$ cat src/rtl/fetch_pkg.sv
// fetch_pkg: fetch-stage state encoding, instruction width and opcode constants shared with the control decoder
package fetch_pkg;
  localparam int INSTR_W = 32;
  localparam logic [INSTR_W-1:0] NOP = 32'h0000_0013;
  localparam logic [6:0] OP_R      = 7'b0110011;
  localparam logic [6:0] OP_I      = 7'b0010011;
  localparam logic [6:0] OP_LOAD   = 7'b0000011;
  localparam logic [6:0] OP_STORE  = 7'b0100011;
  localparam logic [6:0] OP_BRANCH = 7'b1100011;
  typedef enum logic [1:0] {RST_WAIT, FETCH, FLUSH} fetch_state_e;
endpackage

$ cat src/rtl/fetch_fifo.sv
// fetch_fifo: DEPTH-entry synchronous FIFO with clear; clear overrides push and pop
module fetch_fifo #(
  parameter int DEPTH = 2,
  parameter int W = 64,
  localparam int AW = $clog2(DEPTH)
) (
  input  logic          clk,
  input  logic          rst_n,
  input  logic          clr,
  input  logic          push,
  input  logic          pop,
  input  logic [W-1:0]  din,
  output logic [W-1:0]  dout,
  output logic [AW:0]   count
);
  logic [W-1:0] mem_q [DEPTH];
  logic [W-1:0] mem_d [DEPTH];
  logic [AW-1:0] rd_q, rd_d, wr_q, wr_d;
  logic [AW:0] count_q, count_d;
  logic do_push, do_pop;
  // next-state for storage, pointers and fill count; a full FIFO only accepts a push alongside a pop
  always_comb begin
    do_pop = pop && count_q != '0;
    do_push = push && (count_q != (AW+1)'(DEPTH) || do_pop);
    mem_d = mem_q;
    if (do_push) mem_d[wr_q] = din;
    rd_d = clr ? '0 : rd_q + AW'(do_pop);
    wr_d = clr ? '0 : wr_q + AW'(do_push);
    count_d = clr ? '0 : count_q + (AW+1)'(do_push) - (AW+1)'(do_pop);
    dout = mem_q[rd_q];
    count = count_q;
  end
  // storage and pointer registers; entries reset to zero so the head reads 0 after reset
  always_ff @(posedge clk or negedge rst_n) begin
    if (!rst_n) begin
      mem_q <= '{default: '0};
      rd_q <= '0;
      wr_q <= '0;
      count_q <= '0;
    end else begin
      mem_q <= mem_d;
      rd_q <= rd_d;
      wr_q <= wr_d;
      count_q <= count_d;
    end
  end
endmodule

$ cat src/rtl/fetch_unit.sv
// fetch_unit: PC, request/grant fetch, prefetch FIFO and redirect flush; FETCH_ALIGN_CHECK_EN enables misaligned-redirect trapping
module fetch_unit import fetch_pkg::*; #(
  parameter int ADDR_W = 32,
  parameter int DEPTH = 2,
  parameter logic [ADDR_W-1:0] RESET_PC = '0
) (
  input  logic              clk,
  input  logic              rst_n,
  output logic              imem_req,
  output logic [ADDR_W-1:0] imem_addr,
  input  logic              imem_gnt,
  input  logic              imem_rvalid,
  input  logic [31:0]       imem_rdata,
  input  logic              redirect,
  input  logic [ADDR_W-1:0] redirect_pc,
  output logic              instr_valid,
  input  logic              instr_ready,
  output logic [31:0]       instr,
  output logic [ADDR_W-1:0] instr_pc,
  output logic [6:0]        opcode,
  output logic              misalign
);
  localparam int CW = $clog2(DEPTH) + 1;
  fetch_state_e state_q, state_d;
  logic [ADDR_W-1:0] pc_q, pc_d, tgt_pc, rsp_pc;
  logic [CW-1:0] out_q, out_d, count;
  logic mis_q, mis_d, bad_tgt, grant, rsp, push, pop;
  logic [INSTR_W+ADDR_W-1:0] head;
  // Responses arrive in order and every request outstanding in FETCH is sequential from the last
  // redirect, so the oldest in-flight PC is pc minus four per outstanding request.
  always_comb begin
`ifdef FETCH_ALIGN_CHECK_EN
    tgt_pc = redirect_pc;
    bad_tgt = redirect_pc[1:0] != 2'b00;
`else
    tgt_pc = redirect_pc & ~ADDR_W'(3);
    bad_tgt = 1'b0;
`endif
    imem_req = state_q == FETCH && ({1'b0, count} + {1'b0, out_q}) < (CW+1)'(DEPTH);
    imem_addr = pc_q;
    grant = imem_req && imem_gnt;
    rsp = imem_rvalid && out_q != '0;
    rsp_pc = pc_q - ADDR_W'({out_q, 2'b00});
    push = rsp && state_q == FETCH && !redirect;
    instr_valid = count != '0;
    pop = instr_valid && instr_ready;
    out_d = out_q + CW'(grant) - CW'(rsp);
    pc_d = redirect ? tgt_pc : grant ? pc_q + ADDR_W'(4) : pc_q;
    mis_d = redirect ? bad_tgt : mis_q;
    state_d = redirect ? ((out_d != '0 || bad_tgt) ? FLUSH : FETCH)
            : state_q == RST_WAIT ? FETCH
            : (state_q == FLUSH && out_d == '0 && !mis_q) ? FETCH : state_q;
    {instr, instr_pc} = head;
    opcode = instr[6:0];
    misalign = mis_q;
  end
  // control state: FSM, program counter, in-flight count and sticky misalign flag
  always_ff @(posedge clk or negedge rst_n) begin
    if (!rst_n) begin
      state_q <= RST_WAIT;
      pc_q <= RESET_PC;
      out_q <= '0;
      mis_q <= 1'b0;
    end else begin
      state_q <= state_d;
      pc_q <= pc_d;
      out_q <= out_d;
      mis_q <= mis_d;
    end
  end
  fetch_fifo #(.DEPTH(DEPTH), .W(INSTR_W + ADDR_W)) u_fifo (
    .clk   (clk),
    .rst_n (rst_n),
    .clr   (redirect),
    .push  (push),
    .pop   (pop),
    .din   ({imem_rdata, rsp_pc}),
    .dout  (head),
    .count (count)
  );
endmodule

$ cat config.mk
export PLATFORM = sky130hd
export DESIGN_NAME = fetch_unit
export DESIGN_NICKNAME = d
export VERILOG_FILES = /design/src/rtl/fetch_pkg.sv /design/src/rtl/fetch_fifo.sv /design/src/rtl/fetch_unit.sv
export SDC_FILE = /design/constraint.sdc
export NUM_CORES = 1
export LEC_CHECK = 0
export CORE_ASPECT_RATIO = 0.7
export CORE_UTILIZATION = 35
export CTS_BUF_LIST = sky130_fd_sc_hd__clkbuf_16
export CTS_CLUSTER_SIZE = 30
export DETAILED_ROUTE_END_ITERATION = 7
export DONT_BUFFER_PORTS = 1
export PLACE_DENSITY = 0.54
export SYNTH_ARGS = -nofsm -noshare
export SYNTH_HDL_FRONTEND = slang
export SYNTH_SLANG_ARGS = --single-unit
$ cat constraint.sdc
create_clock -name clk -period 4.4 [get_ports clk]
set_clock_uncertainty 0.1 [all_clocks]
set_input_delay 0.44 -clock clk [delete_from_list [all_inputs] [get_ports clk]]
set_output_delay 0.44 -clock clk [all_outputs]
set_load 0.1 [all_outputs]
======== Word-level counts from Yosys, hierarchy flattened ========
Index checks and enable logic that the tools add are counted.
word-level totals
  register bits after elaboration ......... 168
  latch bits .............................. 0
  bits in writable memories ............... 0
  bits in read-only memories .............. 0
  input bits .............................. 70
  output and inout port bits .............. 106
  logic and storage cells ................. 60
  memories kept ........................... 0
cells by class
  add/subtract/negate cells ............... 9
  multipliers ............................. 0
  divide/modulo/power cells ............... 0
  magnitude comparators ................... 4
  eq/ne operators ......................... 3
  shift operators ......................... 0
  mux-type cells .......................... 15
  bitwise operators ....................... 2
  reduce and logical (&&, ||, !) cells .... 19
operator list
  cell                                                        number
  two-way mux 64 bit                                          4
  bitwise mux 128 bit                                         1
  demux 64 bit (select 1 bit)                                 1
  two-way mux 32 bit                                          2
  adder 32 x 3 -> 32 bit, second input constant               1
  subtractor 32 x 4 -> 32 bit                                 1
  logical AND 1 bit                                           10
  two-way mux 2 bit                                           5
  nonzero test 2 bit                                          4
  adder 2 x 1 -> 2 bit                                        2
  greater-or-equal comparator 2 bit, second input constant    2
  zero test 2 bit                                             2
  NOT 1 -> 2 bit                                              2
  subtractor 2 x 1 -> 2 bit                                   2
  adder 2 x 2 -> 3 bit                                        1
  less-than comparator 3 x 2 -> 1 bit, second input constant  1
  nonzero test 3 bit                                          1
  adder 1 bit                                                 2
  == test 2 x 1 -> 1 bit, second input constant               1
  == test 2 bit, second input constant                        1
  less-than comparator 2 x 1 -> 1 bit, second input constant  1
  two-way mux 1 bit                                           2
  != test 2 bit, second input constant                        1
  zero test 1 bit                                             1
  logical OR 1 bit                                            1

======== Depth between registers and ports, before layout ========
Gate-level depths: netlist of the first run.
  word-level depth ........................ 11
  gate-level depth with buffers ........... 12
  gate-level depth less buffers ........... 11

======== By module ========
A second synthesis of the first run with hierarchy kept.
second synthesis, totals
  cells, all modules ...................... 697
  area total of the unflattened synthesis .. 8642.0 µm²
modules (own cells, without submodules)
  module      times used  cells each  area an instance (µm²)  sequential area each (µm²)
  fetch_fifo  1           362         5820.6                  3303.2
  fetch_unit  1           335         2821.5                  850.8

======== Worst setup path after synthesis of the first run ========
Ideal clock, no wire load.
  path type ............................... reg-to-reg
  start point ............................. register out_q[0]
  end point ............................... register state_q[1]
  library setup time ...................... 0.126 ns
  arrival time ............................ 3.657 ns
  data required time ...................... 4.174 ns
  path slack .............................. 0.517 ns
  cell stages (with the launch flop) ...... 13
  path buffers ............................ 1
  clock period less this slack ............ 3.883 ns
  cell sequence ........................... dfrtp_1 and2_1 fa_1 or4b_4 buf_6 inv_1 nand2_1 ha_1 inv_1 ha_1 xnor2_1 xnor2_1 o32a_1
on the way
  cells in the longest elaborated chain, start to end .. 9
  elaborated cells between the ends (all ways) .. 14
  classes of those cells .................. add/sub (3); order compare (1); mux (2); reduce/logical (8)
RTL lines
  element                                                  RTL line                            RTL
  start: declaration                                       fetch_unit.sv:26                    logic [CW-1:0] out_q, out_d, count;
  start signal: assignment                                 fetch_unit.sv:67                    out_q <= out_d;
  adder 2 x 2 -> 3 bit *                                   fetch_unit.sv:39                    imem_req = state_q == FETCH && ({1'b0, count} + {1'b0, out_q}) < (CW+1)'(DEPTH);
  less-than comparator 3 x 2 -> 1 bit *                    fetch_unit.sv:39
  logical AND 1 bit *                                      fetch_unit.sv:39
  named net imem_req                                       fetch_unit.sv:9                     output logic imem_req,
  logical AND 1 bit *                                      fetch_unit.sv:41                    grant = imem_req && imem_gnt;
  adder 2 x 1 -> 2 bit *                                   fetch_unit.sv:47                    out_d = out_q + CW'(grant) - CW'(rsp);
  subtractor 2 x 1 -> 2 bit *                              fetch_unit.sv:47
  named net out_d[1]                                       fetch_unit.sv:26
  nonzero test 2 bit or zero test 2 bit (tied branches)    fetch_unit.sv:50, fetch_unit.sv:52
  two-way mux 2 bit or logical AND 1 bit (tied branches)   fetch_unit.sv:50, fetch_unit.sv:52
  two-way mux 2 bit or nonzero test 3 bit (tied branches)  --
  end signal: assignment                                   fetch_unit.sv:65                    state_q <= state_d;
  end: declaration                                         fetch_unit.sv:24                    fetch_state_e state_q, state_d;
Mark *: on every way through the listed nets, which the timed path passes. The rest lies on a longest branch.
A chain may end at the register's enable or synchronous reset.

======== Final worst setup path of the first run ========
  start point ............................. register out_q[0]
  end point ............................... register pc_q[19] (netlist: imem_addr[19])
on the way
  cells in the longest elaborated chain, start to end .. 5
RTL lines
  element                              RTL line          RTL
  adder 2 x 2 -> 3 bit                 fetch_unit.sv:39
  less-than comparator 3 x 2 -> 1 bit  fetch_unit.sv:39
  logical AND 1 bit                    fetch_unit.sv:39
  logical AND 1 bit                    fetch_unit.sv:41
  nonzero test 2 bit (no line)         --
  end signal: assignment               fetch_unit.sv:66  pc_q <= pc_d;
  end: declaration                     fetch_unit.sv:25  logic [ADDR_W-1:0] pc_q, pc_d, tgt_pc, rsp_pc;
Every way passes these cells.

==> run_results.csv, run 1 <==
group,metric,value,unit
die,core-area,23580,um^2
timing,fin_crit_sh,0.7640,
die,die_x,187.1,um
final_layout,regArea,4055,um^2
synthesis,syn_area_per_cell,10.56,um^2
cts,cts_sinks,162,
cts,numCtsBuffers,17,
final_layout,n_antenna_cell,0,
global_routing,first_global_vias,5814,
drt,routed_wl,21.19,mm
critical_path,critPathLaunchType,"flop",
critical_path,r2r_slack,1.04,ns
placement,place_congestion,0.7855,
timing,rsz0062_at_grt,"false",
timing,worst_slack,1.038,ns
synthesis,syn_area,8394,um^2
synthesis,ys_top_cells_by_area,"dfrtp_1 (48%), mux2_2 (17%), nor2_1 (3.5%)",
min_path,hold_class,"in2reg",
critical_path,r2r-start,"out_q[0]",
critical_path,endpoint_kind,"flop",
timing,worst_pin_slew,1.208,ns
final_layout,layout_commonest_cell,"dfrtp_1",
cts,clockBufferDepth,2,
cts,clk_latency,0.43,ns
timing,slew_headroom,0.1946,
global_routing,grt_use_total,0.1788,
cts,tritoncts,"built",
cts,h-tree-depth,4,
synthesis,synth_ff_type,"dfrtp_1",
synthesis,synth-edff-count,0,
placement,portBuffers,0,
synthesis,synth_seq_cells,162,
placement,place_ws,1.055,ns
drt,dr_total_vias,5977,
global_routing,grt_first_pass_wirelength,34.22,mm
run_status,status,"completed",
critical_path,worst_path_largest_cell_delay,0.83,ns
final_layout,finalInstanceArea,9363,um^2
drt,wl_per_cell,19.14,um
critical_path,worstSetupPathType,"reg2reg",
synthesis,synth_async_sr_flop_share,1.000,
critical_path,critPathMaxFanout,18,
die,ioPinCount,176,
cts,path_clk_slew,0.07,ns
global_routing,grt_start_max_net_pins,163,
placement,hpwl,14.29,mm
critical_path,cp.arrival,3.61,ns
die,die_area,24620,um^2
die,start_util,0.3560,
timing,tns,0,ns
cts,root_buffer,"clkbuf_16",
final_layout,final_nets,857,
drt,firstDrtPassIters,4,
final_layout,multi_input_area,3960,um^2
critical_path,crit_chain,"and2_1 > fa_1 > or4b_4 > or4_1 > or4_1 > a31oi_1",
critical_path,setup.worst_path.end,"imem_addr[19]",
drt,avgViaCountPerCell,5.399,
drt,drc,0,
die,die_h,131.6,um
drt,ant_nets,0,
synthesis,synth_top_area_cell,"dfrtp_1",
die,rows,47,
final_layout,area.growth.synth_to_final,11.54,%
final_layout,fillers,2294,
synthesis,postSynthCellCount,795,
timing,finalHoldViolCount,0,
timing,period_needed,3.362,ns
final_layout,layout-drive-gt1-share,0.2497,
drt,drt-initial-drc-count,251,
timing,slew_violations,0,
critical_path,cpMostUsedCell,"or4_1",
critical_path,cp_slowest_cell,"or4_1",
synthesis,synthDistinctLibCells,48,
synthesis,ys_warn_count,0,
timing,clock.fmax,0.2975,GHz
timing,finalSetupViolations,0,
synthesis,ys_seq_area_frac,0.4829,
final_layout,layout_common_cells,"dfrtp_1 (161), mux2_2 (124), nor2_1 (79)",
global_routing,antenna_found_initial,0,
placement,post_dp_cell_area,8761,um^2
critical_path,r2r_end,"imem_addr[19]",
critical_path,startpoint,"out_q[0]",
global_routing,gr-total-overflow,0,
critical_path,cp.required,4.65,ns
synthesis,yosysTopAreaCellShare,0.4829,
critical_path,reg2reg_depth,6,
run,cap_violations,0,
[repair_timing]
item / in CTS / in global routing
gates resized for setup: 0 / 0
buffers inserted: 0 / 0
endpoints found under the hold margin: 175 / 0
hold buffers: 4 / 0
[sequential cells by signal (all words and copies together) (netlist names)]
register	cells
u_fifo.wr_q	1
u_fifo.count	2
u_fifo.rd_q	1
imem_addr	30
out_q	2
state_q	2
u_fifo.mem_q	124
[worst max-delay path: cells and delay by family, from the launching register on]
kind / cells / cell delay [ns]
and+or+nand+nor: 4 / 2.17
adders and majority gates: 1 / 0.44
DFF: 1 / 0.40
AOI/OAI and AO/OA: 1 / 0.16
[worst min path at each step]
stage | start | to | slack, ns | cells past startpoint
after global placement | rst_n | u_fifo.mem_q[45] | 0.05 | 0
after detailed placement | rst_n | u_fifo.mem_q[109] | 0.05 | 0
final | redirect | imem_addr[3] | 0.03 | 2
after CTS | redirect_pc[12] | imem_addr[12] | 0.006 | 2
after global routing | redirect_pc[12] | imem_addr[12] | 0.01 | 2
after floorplan | rst_n | imem_addr[10] | 0.04 | 0
[area by class of cell]
cell class              instances  share of cell area
flip-flops and latches        162              0.4331
multi-input cells             538              0.4230
well taps                     318             0.04250
repair buffers                 37             0.03528
clock buffers                  17             0.04544
inverters                      20            0.008018
clock inverters                15             0.01270
[kinds of logic after synthesis]
logic type	Yosys count	synth area share
compound gates	134	0.1036
xor+xnor	21	0.02191
fa+ha+maj	11	0.01818
buf+inv	99	0.05098
flops	162	0.4829
mux	129	0.1723
other cells	1	0.0004467
simple gates	238	0.1497
[synthesized netlist by cell type, types with 2 or more instances]
cell type	count
o31ai_1	26
fa_1	2
xnor2_1	18
or2_2	6
a21oi_1	23
nand3_1	18
buf_1	2
and2_1	3
nor2_1	79
a31oi_1	47
dfrtp_1	162
buf_2	2
and4_1	7
clkbuf_1	61
nor4_1	14
xor2_1	3
mux2i_1	5
ha_1	9
nand4_1	12
o311a_1	3
or4_1	34
a22oi_1	2
a211o_1	3
a221o_1	2
o41a_1	2
inv_1	20
o211ai_1	2
nor2b_1	8
o21ai_0	19
nor3_1	11
buf_4	12
or3_1	11
nand2_1	29
mux2_2	124
[per-stage QoR]
step,hold WS (ns),utilization,instances
finish,0.02902,0.3970,1107
global route,0.01097,0.3970,1107
CTS,0.005593,0.3970,1107
detailed placement,0.04871,0.3715,1071
global placement,0.04804,0.3715,1071
floorplan,0.04441,-,799
[metal layers]
| layer | global-route usage | routed length, um | vias up |
|---|---|---|---|
| li1 | - | - | 2852 |
| met1 | 0.2533 | 10330 | 2954 |
| met2 | 0.2592 | 9198 | 153 |
| met3 | 0.05395 | 1431 | 18 |
| met4 | 0.05647 | 225 | 0 |
| met5 | 0 | 0 | - |
Power of run 1 is left out: the tool's default activity adds up to more than one toggle a clock period on the data nets, which glitch-free logic cannot reach.
==> run 2: changes to the inputs <==
- PLACE_DENSITY: 0.54 -> 0.56
- clock period: 4.4 -> 3 ns (I/O delays scaled with it)
==> run_results.csv, run 2 (synthesis results as in run 1) <==
group,metric,value,unit
run_status,status,"complete, but fails checks",
run_status,violations,"hold timing, setup timing",
cts,root_buffer,"clkbuf_16",
critical_path,cp.required,3.21,ns
die,die_x,187.1,um
timing,finalSetupViolations,4,
final_layout,area.growth.synth_to_final,26.10,%
critical_path,endpoint_kind,"flop",
cts,tritoncts,"built",
placement,place_congestion,0.8086,
drt,dr_total_vias,6534,
drt,avgViaCountPerCell,5.356,
timing,period_needed,3.041,ns
critical_path,r2r-start,"u_fifo.count[0]",
global_routing,grt_use_total,0.1841,
min_path,hold_class,"in2async",
die,die_h,131.6,um
timing,slew_headroom,0.3702,
drt,ant_nets,0,
final_layout,layout_commonest_cell,"dfrtp_1",
drt,drc,0,
cts,cts_sinks,162,
final_layout,layout-drive-gt1-share,0.2841,
timing,fin_crit_sh,1.014,
critical_path,startpoint,"u_fifo.count[0]",
drt,drt-initial-drc-count,349,
die,ioPinCount,176,
timing,clock.fmax,0.3288,GHz
placement,portBuffers,0,
critical_path,critPathMaxFanout,4,
die,start_util,0.3560,
cts,cts_hold_buf,77,
timing,slew_violations,0,
die,rows,47,
cts,path_clk_slew,0.06,ns
die,die_area,24620,um^2
critical_path,worstSetupPathType,"reg2reg",
run,cap_violations,0,
critical_path,critPathLaunchType,"flop",
cts,h-tree-depth,4,
cts,clockBufferDepth,2,
final_layout,max_flop_register,"u_fifo.mem_q",
cts,numCtsBuffers,17,
global_routing,grt_start_max_net_pins,163,
drt,routed_wl,22.74,mm
timing,worst_pin_slew,0.9437,ns
timing,rsz0062_at_grt,"true",
global_routing,first_global_vias,6226,
critical_path,r2r_slack,-0.04,ns
cts,clk_latency,0.43,ns
timing,hold_ws,-0.5353,ns
global_routing,grt_first_pass_wirelength,35.36,mm
drt,firstDrtPassIters,4,
final_layout,largest_reg_flops,124,
global_routing,gr-total-overflow,0,
final_layout,final_nets,971,
critical_path,cp.arrival,3.25,ns
timing,worst_slack,-0.04120,ns
drt,wl_per_cell,18.64,um
placement,place_ws,-0.08571,ns
global_routing,antenna_found_initial,1,
final_layout,layout_common_cells,"dfrtp_1 (161), mux2_2 (124), nor2_1 (79)",
timing,finalHoldViolCount,162,
die,core-area,23580,um^2
placement,hpwl,15.26,mm
[run 2: cell types whose count changed in the layout (fill, tap and decap cells not counted), sizes merged]
cell         previous run  this run
buf                    34        73
dlygate4sd3             3        77
clkinvlp                1         3
or4                    34        35
diode                   0         1
clkinv                  9         4
inv                    24        25
[run 2: worst paths after layout]
kind | endpoint | depth (start not counted)
worst max-delay path | state_q[1] | 11
worst min-delay path | u_fifo.mem_q[51] | 0
worst max register to register | state_q[1] | 11
worst min register to register | u_fifo.mem_q[18] | 1
max in group asynchronous | imem_addr[7] | 0
min in group clk | state_q[1] | 2
[run 2: layout make-up]
cell class                 instances  area [um^2]
antenna                            1        2.502
timing repair buffer             150         1413
clock inverter                    13        100.1
sequential                       162         4055
inverter                          20        78.83
tap                              318        397.9
clock buffer                      17        425.4
fill                            2179        13000
multi-input combinational        539         4113
[run 2: layer usage]
metal  share of wire  GRT usage  wire length [um]
met1            0.49     0.2725             11260
met2            0.42     0.2604              9637
met3           0.072    0.05502              1639
met4          0.0091    0.04235               208
met5               0          0                 0
[run 2: worst max-delay path: stages, from the launching register on]
cell,delay (ns)
dfrtp_1,0.38
and2_4,0.16
fa_1,0.44
or4b_4,0.61
clkinvlp_4,0.13
nand2_4,0.06
ha_4,0.26
inv_2,0.04
ha_4,0.15
xnor2_2,0.13
xnor2_2,0.16
o32a_1,0.29
[run 2: repair_timing]
| action | CTS | global route |
|---|---|---|
| cloned | 0 | 1 |
| buffers inserted | 0 | 4 |
| setup endpoints to repair | 7 | 13 |
| endpoints found under the hold margin | 262 | 162 |
| pin swaps | 0 | 18 |
| gates resized for setup | 2 | 28 |
[run 2: per-stage QoR]
step | util | area [um^2] | std cells | hold slack [ns] | setup TNS [ns]
6_report | 0.4489 | 10590 | 1220 | -0.5353 | -0.1063
3_3_place_gp | 0.3869 | 9123 | 1108 | -0.09224 | -0.1172
3_5_place_dp | 0.3869 | 9123 | 1108 | -0.09172 | -0.2379
4_1_cts | 0.4421 | 10430 | 1215 | -0.5559 | -0.1218
2_1_floorplan | - | 8443 | 799 | -0.09559 | -2.191
5_1_grt | 0.4489 | 10590 | 1220 | -0.5631 | -1.064
Power of run 2 is left out for the same reason.
